### src/rtl/piece_ctrl.sv
//------------------------------------------------------------------------------
// Module   : piece_ctrl
// Purpose  : Controls the active falling piece. It spawns a piece, applies
//            user moves and gravity, asks an external field checker whether
//            each move is legal, and asks the field owner to merge a piece
//            that can no longer fall.
// Revision : 1.0 - initial release
//
// Ports
//   clk, reset_n             clock, asynchronous active-low reset
//   start                    pulse; begins a game from IDLE or GAMEOVER
//   cmd_valid/cmd_ready/cmd  user-move handshake
//                            (0 left, 1 right, 2 rotate cw, 3 soft drop)
//   grav_tick                gravity pulse
//   piece_valid/piece_ready  next-piece handshake, piece = 4x4 bitmap
//   blk_rot                  clockwise rotation of blk (external rotator)
//   chk_block/chk_x/chk_y    candidate placement shown to the field checker
//   chk_fail                 checker verdict for the candidate (combinational)
//   blk/blk_x/blk_y          committed active piece and position
//   lock_req/lock_ack        merge request, held until acknowledged
//   game_over                high while in GAMEOVER
//   lock_cnt                 pieces locked since start, saturating
//------------------------------------------------------------------------------
`default_nettype none

module piece_ctrl #(
    parameter logic [4:0] SPAWN_X = 5'd8,
    parameter logic [4:0] SPAWN_Y = 5'd0
) (
    input  logic        clk,
    input  logic        reset_n,
    input  logic        start,
    input  logic        cmd_valid,
    output logic        cmd_ready,
    input  logic [1:0]  cmd,
    input  logic        grav_tick,
    input  logic        piece_valid,
    output logic        piece_ready,
    input  logic [15:0] piece,
    input  logic [15:0] blk_rot,
    output logic [15:0] chk_block,
    output logic [4:0]  chk_x,
    output logic [4:0]  chk_y,
    input  logic        chk_fail,
    output logic [15:0] blk,
    output logic [4:0]  blk_x,
    output logic [4:0]  blk_y,
    output logic        lock_req,
    input  logic        lock_ack,
    output logic        game_over,
    output logic [15:0] lock_cnt
);

    typedef enum logic [2:0] {
        S_IDLE     = 3'd0,
        S_SPAWN    = 3'd1,
        S_CHKSPAWN = 3'd2,
        S_READY    = 3'd3,
        S_CHECK    = 3'd4,
        S_LOCK     = 3'd5,
        S_GAMEOVER = 3'd6
    } state_t;

    // Move codes share the cmd encoding; gravity reuses the soft-drop code
    // because both move the piece down and both lock on failure.
    localparam logic [1:0] MV_LEFT  = 2'd0;
    localparam logic [1:0] MV_RIGHT = 2'd1;
    localparam logic [1:0] MV_ROT   = 2'd2;
    localparam logic [1:0] MV_DOWN  = 2'd3;

    state_t      state;
    logic [1:0]  move;
    logic        grav_pend;

    logic [15:0] cand_blk;
    logic [4:0]  cand_x;
    logic [4:0]  cand_y;

    // Candidate placement. Wrap-around is deliberate: a left move at x=0
    // yields x=31, which the field checker rejects as out of field.
    always_comb begin
        cand_blk = blk;
        cand_x   = blk_x;
        cand_y   = blk_y;
        case (move)
            MV_LEFT:  cand_x   = blk_x - 5'd1;
            MV_RIGHT: cand_x   = blk_x + 5'd1;
            MV_ROT:   cand_blk = blk_rot;
            default:  cand_y   = blk_y + 5'd1;
        endcase
    end

    // CHKSPAWN needs no mux: the spawned piece is already latched in blk.
    assign chk_block = (state == S_CHECK) ? cand_blk : blk;
    assign chk_x     = (state == S_CHECK) ? cand_x   : blk_x;
    assign chk_y     = (state == S_CHECK) ? cand_y   : blk_y;

    // A tick arriving this very cycle also blocks acceptance so that
    // gravity wins over a simultaneous command.
    assign cmd_ready   = (state == S_READY) && !grav_pend && !grav_tick;
    assign piece_ready = (state == S_SPAWN);
    assign lock_req    = (state == S_LOCK);
    assign game_over   = (state == S_GAMEOVER);

    always_ff @(posedge clk or negedge reset_n) begin
        if (!reset_n) begin
            state     <= S_IDLE;
            move      <= MV_DOWN;
            grav_pend <= 1'b0;
            blk       <= 16'd0;
            blk_x     <= SPAWN_X;
            blk_y     <= SPAWN_Y;
            lock_cnt  <= 16'd0;
        end else begin
            // Record gravity whenever a game is in progress; READY consumes it.
            if (grav_tick && (state != S_IDLE) && (state != S_GAMEOVER)) begin
                grav_pend <= 1'b1;
            end

            case (state)
                S_IDLE, S_GAMEOVER: begin
                    if (start) begin
                        state     <= S_SPAWN;
                        lock_cnt  <= 16'd0;
                        grav_pend <= 1'b0;
                    end
                end

                S_SPAWN: begin
                    if (piece_valid) begin
                        blk   <= piece;
                        blk_x <= SPAWN_X;
                        blk_y <= SPAWN_Y;
                        state <= S_CHKSPAWN;
                    end
                end

                S_CHKSPAWN: begin
                    state <= chk_fail ? S_GAMEOVER : S_READY;
                end

                S_READY: begin
                    if (grav_pend) begin
                        move      <= MV_DOWN;
                        state     <= S_CHECK;
                        // A fresh tick in this cycle stays pending.
                        grav_pend <= grav_tick;
                    end else if (cmd_valid && cmd_ready) begin
                        move  <= cmd;
                        state <= S_CHECK;
                    end
                end

                S_CHECK: begin
                    if (!chk_fail) begin
                        blk   <= cand_blk;
                        blk_x <= cand_x;
                        blk_y <= cand_y;
                        state <= S_READY;
                    end else if (move == MV_DOWN) begin
                        state <= S_LOCK;
                    end else begin
                        state <= S_READY;
                    end
                end

                S_LOCK: begin
                    if (lock_ack) begin
                        if (lock_cnt != 16'hFFFF) begin
                            lock_cnt <= lock_cnt + 16'd1;
                        end
                        state <= S_SPAWN;
                    end
                end

                default: state <= S_IDLE;
            endcase
        end
    end

endmodule

`default_nettype wire

### config.mk
export PLATFORM = sky130hd
export DESIGN_NAME = piece_ctrl
export DESIGN_NICKNAME = d
export VERILOG_FILES = /design/src/rtl/piece_ctrl.sv
export SDC_FILE = /design/constraint.sdc
export NUM_CORES = 1
export LEC_CHECK = 0
export CORE_MARGIN = 5
export CORE_UTILIZATION = 25
export DETAILED_ROUTE_END_ITERATION = 12
export RECOVER_POWER = 100
export SLEW_MARGIN = 15
export SYNTH_ARGS = -nofsm -noshare
export SYNTH_HDL_FRONTEND = slang
export SYNTH_SLANG_ARGS = --single-unit
### constraint.sdc
create_clock -name clk -period 3.75 [get_ports clk]
set_input_delay 0.75 -clock clk [delete_from_list [all_inputs] [get_ports clk]]
set_output_delay 0.75 -clock clk [all_outputs]
set_load 0.005 [all_outputs]
==> Yosys cells after proc, flatten, opt, wreduce, memory -nomap -nowiden <==
Index checks and enable logic that the tools add are counted.
{ "word_totals": {"reg_bits": 48, "input_bits": 42, "out_inout_bits": 72, "elab_cells": 81} }
{ "classes": {"n_addsub": 4, "eq_ne": 17, "n_mux": 34, "reduce_logical": 19} }
{ "op_table": {"columns": ["op", "count"], "rows": [
  ["two-way mux 16 bit", 7],
  ["case mux 16 bit (2 select lines)", 2],
  ["two-way mux 5 bit", 7],
  ["case mux 5 bit (2 select lines)", 3],
  ["two-way mux 3 bit", 8],
  ["case mux 3 bit (6 select lines)", 1],
  ["adder 16 x 1 -> 16 bit, second input constant", 1],
  ["!= test 16 bit, second input constant", 1],
  ["adder 5 x 1 -> 5 bit, second input constant", 2],
  ["equality test 3 bit, second input constant", 3],
  ["AND reduction 4 bit", 2],
  ["equality test 3 x 2 -> 1 bit, second input constant", 2],
  ["!= test 2 bit, second input constant", 3],
  ["nonzero test 2 bit", 3],
  ["logical AND 1 bit", 5],
  ["subtractor 5 x 1 -> 5 bit, second input constant", 1],
  ["equality test 2 bit, second input constant", 2],
  ["two-way mux 2 bit", 2],
  ["!= test 2 x 1 -> 1 bit, second input constant", 2],
  ["equality test 3 x 1 -> 1 bit, second input constant", 1],
  ["zero test 3 bit", 1],
  ["two-way mux 1 bit", 3],
  ["!= test 3 x 2 -> 1 bit, second input constant", 1],
  ["!= test 3 bit, second input constant", 1],
  ["9 further kinds", 10]
]} }

==> Depth between registers and ports, before layout <==
{ "logic_depth": {"word_depth": 7, "depth_mapped": 8, "ltp_nobuf": 7} }

==> Worst setup path after synthesis <==
Ideal clock, no wire load.
{ "synth_path": {"path_kind": "register -> output", "from": "register move[1]", "to": "output chk_x[4]", "t_arrival_ps": 2029, "required_time_ps": 3000, "setup_slack_ps": 971, "path_stages_with_launch": 9, "path_buffers": 1, "path_cell_list": "dfstp_2 -> clkbuf_1 -> nand2b_1 -> ha_1 -> a21o_1 -> a21oi_1 -> xnor2_1 -> nor3_1 -> xor2_1"} }
{ "synth_between": {"elab_chain_cells": 3, "word_cells_on_any_way": 4, "classes_between": "eq/ne (1); mux (2); reduce/logical (1)"} }
{ "synth_rtl": {"columns": ["element", "line_no", "text"], "rows": [
  ["start, declared", "72", "logic [1:0] move;"],
  ["start signal, assigned", "149", "move <= cmd;"],
  ["equality test 2 x 1 -> 1 bit or zero test 2 bit (tied branches)", "85", "case (move)"],
  ["case mux 5 bit (2 select lines) *", "85", null],
  ["two-way mux 5 bit *", "95", "assign chk_x = (state == S_CHECK) ? cand_x : blk_x;"],
  ["end, declared", "42", "output logic [4:0] chk_x,"]
]} }
Every way passes the cells marked *; elsewhere a longest branch is shown, timed or not.

==> Worst setup path after layout <==
{ "layout_path": {"from": "register state[2]", "to": "output chk_block[14]"} }
{ "layout_between": {"elab_chain_cells": 2} }
{ "layout_rtl": {"columns": ["element", "line_no", "text"], "rows": [
  ["start, declared", "71", "state_t state;"],
  ["start signal, assigned", "139", "state <= chk_fail ? S_GAMEOVER : S_READY;"],
  ["equality test 3 bit", "94", "assign chk_block = (state == S_CHECK) ? cand_blk : blk;"],
  ["two-way mux 16 bit", "94", null],
  ["end, declared", "41", "output logic [15:0] chk_block,"]
]} }
Every way passes these cells.

==> qor_table.md <==
| Item | Value |
|:---|:---|
| Result of the run | finished, violations left |
| Violations in the final reports | max-capacitance violations, max-slew violations |
| Category of the most critical setup path | reg -> out |
| Cells resized by post-CTS repair | 0 |
| Final Hold Violating Endpoints | 0 |
| Max capacitance violation total | 1 |
| Part of the power in combinational logic | 49.8% |
| Area Overhead vs Synth | 43.50% |
| Share of final-layout standard cells stronger than drive strength 1 | 5.869% |
| Proportion of synthesized area in mux cells | 9.444% |
| Leading cell type in the layout, fill and taps excluded | sky130_fd_sc_hd__clkdlybuf4s50_1 |
| Reg2reg end | lock_cnt[3] |
| Req. time, crit path | 3000 ps |
| Total congestion overflow | 0 |
| Overall global routing resource usage | 11.63% |
| Initial antenna violation count | 0 |
| Fraction of power spent switching nets | 36.16% |
| IO Pins | 114 |
| Final antenna-violating net count | 0 |
| Distinct cells, synth | 52 |
| Startpoint kind of the worst setup timing path | flip-flop |
| Number of endpoints failing setup at the final stage | 0 |
| Clock sinks | 48 |
| Half-perimeter wire length after detailed placement | 6567 µm |
| Die outline width | 120.6 µm |
| Predominant post-synthesis flop cell | sky130_fd_sc_hd__dfrtp_1 |
| Setup repair after global routing missed its margin | no |
| Vias per Instance | 4.963 |
| Global routing met3 resource utilization | 2.947% |
| Post-cts hold buffer count | 0 |
| Setup TNS | 0 ps |
| Arrival time of data at the critical path endpoint | 2810 ps |
| Clock slew at reported path FFs | 70 ps |
| Sequential-to-total area share from yosys stat | 39.37% |
| Post-synthesis adder-cell area fraction | 2.698% |
| Achievable Freq | 280.7 MHz |
| Yosys warning count | 0 |
| Cell count after placement | 582 |
| Portion of total power attributed to the clock network | 19.1% |
| Max rail drop VDD | 186.8 µV |
| Filler instances | 1,235 |
| Wire length of the first global-routing pass | 14,250 µm |
| Complex-gate fraction of the synthesized area | 21.59% |
| Final slew viol count | 48 |
| Worst Skew | 9.095 ps |
| Number of stages on the worst hold path | 1 |
| Final WL | 8801 µm |
| Placer congestion estimate | 0.8176 |
| Post-synthesis simple-gate area fraction | 19.91% |
| Total area of multi-input combinational cells | 1650 µm² |
| Power density over cell area | 604.7 nW/µm² |
| Via count of the first global-routing pass | 2,859 |
| DRC viols | 0 |
| Least-Margin Pin Slew | 2603 ps |
| Register-to-register setup slack | 830 ps |
| Rows | 40 |
| Detailed-routing iteration count for the pre-antenna-repair pass | 4 |
| Highest-count cells in the layout ignoring fill and taps | 57 x sky130_fd_sc_hd__clkdlybuf4s50_1, 55 x sky130_fd_sc_hd__dlygate4sd3_1, 45 x sky130_fd_sc_hd__dfrtp_1 |
| Worst hold path class | reg -> reg |
| Post-Syn Instances | 332 |
| Die Footprint | 14,550 µm² |
| Sequential share of power | 31.1% |
| Die extent in y | 120.6 µm |
| Worst-path fanout max | 32 |
| Largest net degree at the start of global routing | 48 |
| Effective utilization at floorplan | 25.48% |
| Number of vias in the routed layout | 2,928 |
| Synth Net Count | 380 |
| Post-synthesis average cell area | 9.218 µm² |
| Worst r2r path cells | 7 |
| TritonCTS clock tree | yes |
| Leakage dissipation | 0.001822 µW |
| Buffers inserted during post-CTS setup optimization | 0 |
| Internal power summed over all cells | 1695 µW |
| Synth async-reset ratio | 100.0% |
| Largest family of logic cells by synthesized area | compound AO/OA/AOI/OAI gates |
| Number of synthesized register bits | 48 |
| Count of port buffers added during placement | 113 |
| Sink of the worst hold path | lock_cnt[9] |
| Post-DR wirelength/cell | 14.92 µm |
| # nets final | 490 |
| EDFF count, synth | 0 |
| Master cell of the clock root buffer | sky130_fd_sc_hd__clkbuf_16 |
| Launch instance of the worst min-delay path | lock_cnt[9] |
| Worst max-slew margin expressed relative to the limit | -73.52% |
| TritonCTS Buffers | 5 |
| Launch instance of the worst register-to-register path | state[0] |
| Switching power total | 960.2 µW |
| Clock H-tree levels | 2 |
| Synth Area in XOR/XNOR | 2.576% |
| Met2 Use GR | 19.63% |
| Clock latency at the later pin of the worst-skew pair | 280 ps |
| Footprint of the flip-flops and latches | 1205 µm² |
| Core ar. | 12,010 µm² |
| Final Critical Period | 3562 ps |
| Post-route fraction of the period consumed by the critical path | 94.99% |
| Kind of end point of the critical path | output port |
| Met1 capacity usage during global routing | 15.11% |
| Violation count after the first detailed-route iteration | 137 |
| Post-Layout Cell Count | 590 |
| Clock Tree Buf Depth | 2 |
| Cell area after technology mapping | 3060 µm² |
| Diode insertion count for antenna repair | 0 |
| Peak-usage layer in the global routing report | met2 |
-- stage by stage --
step                      worst slack, ps  total power [µW]  hold WS, ps  area [µm²]  utilization (%)
after CTS                           202.0              2847        521.9        4484            37.33
after detailed placement            529.6              2320        498.4        4317            35.94
after global placement              550.8              2281        511.4        4317            35.94
final                               187.9              2656        517.1        4392            36.56
after global routing                28.22              2882        532.4        4392            36.56
after floorplan                     971.5              1616        454.4        3060                -
-- synth_stat cells, types with 5 or more instances --
cell	number	share of area, %
sky130_fd_sc_hd__nand3_1	10	1.6
sky130_fd_sc_hd__mux2_4	14	6.9
sky130_fd_sc_hd__dfrtp_1	45	37
sky130_fd_sc_hd__clkbuf_1	5	0.61
sky130_fd_sc_hd__a21oi_1	29	4.7
sky130_fd_sc_hd__xnor2_1	5	1.4
sky130_fd_sc_hd__nor2_1	33	4.0
sky130_fd_sc_hd__o22ai_1	17	3.5
sky130_fd_sc_hd__o31ai_1	6	1.5
sky130_fd_sc_hd__nand2_1	38	4.7
sky130_fd_sc_hd__nand2b_1	6	1.2
sky130_fd_sc_hd__o21ai_0	17	2.8
sky130_fd_sc_hd__ha_1	5	2.0
sky130_fd_sc_hd__buf_2	8	1.3
sky130_fd_sc_hd__mux2_2	7	2.6
sky130_fd_sc_hd__nor3_1	8	1.3
sky130_fd_sc_hd__a31oi_1	13	2.7
-- power groups by stage --
stage	combinational (µW)	clock (µW)	sequential [µW]
6_report	1320	507	825
3_3_place_gp	1450	0	836
5_1_grt	1480	546	854
3_5_place_dp	1480	0	844
4_1_cts	1480	532	834
2_1_floorplan	815	0	801
-- registers in the layout, summed over array words and instances, names as in the netlist --
| name | cells |
|---|---|
| grav_pend | 1 |
| state | 3 |
| lock_cnt | 16 |
| blk | 16 |
| move | 2 |
| blk_y | 5 |
| blk_x | 5 |
-- per-layer routing --
metal  up-vias  routed length [µm]
li1       1450                   -
met1      1379                4026
met2        94                4125
met3         5                 597
met4         0                  52
met5         -                   0
-- worst max-delay path: stages (launching register included) --
cell and delay (ps):
sky130_fd_sc_hd__dfrtp_1 580, sky130_fd_sc_hd__or3b_1 520, sky130_fd_sc_hd__or2_1 260, sky130_fd_sc_hd__clkbuf_4 310, sky130_fd_sc_hd__mux2_1 390, sky130_fd_sc_hd__clkdlybuf4s50_1 450
-- how the worst max path moves through the flow --
stage,start,endpoint,slack [ps],cells past startpoint
CTS,move[0],chk_x[4],200,8
global route,move[0],chk_x[4],30,8
finish,state[2],chk_block[14],190,5
floorplan,move[1],chk_x[4],970,8
global placement,move[0],chk_x[4],550,8
detailed placement,move[0],chk_x[4],530,8
-- kinds of logic after synthesis --
kind of cell,Yosys count
flops,48
fa+ha+maj,6
compound gates,103
simple gates,123
buf+inv,22
mux,21
xor+xnor,9
-- layout make-up --
class,count,share of cell area [%]
Multi-Input combinational cell,262,37.58
Sequential cell,48,27.44
Timing Repair Buffer,121,26.64
Tap cell,147,4.188
Clock buffer,5,2.849
Clock inverter,3,0.9687
Inverter,4,0.3419
No activity file was read; power rests on OpenSTA's default activity.
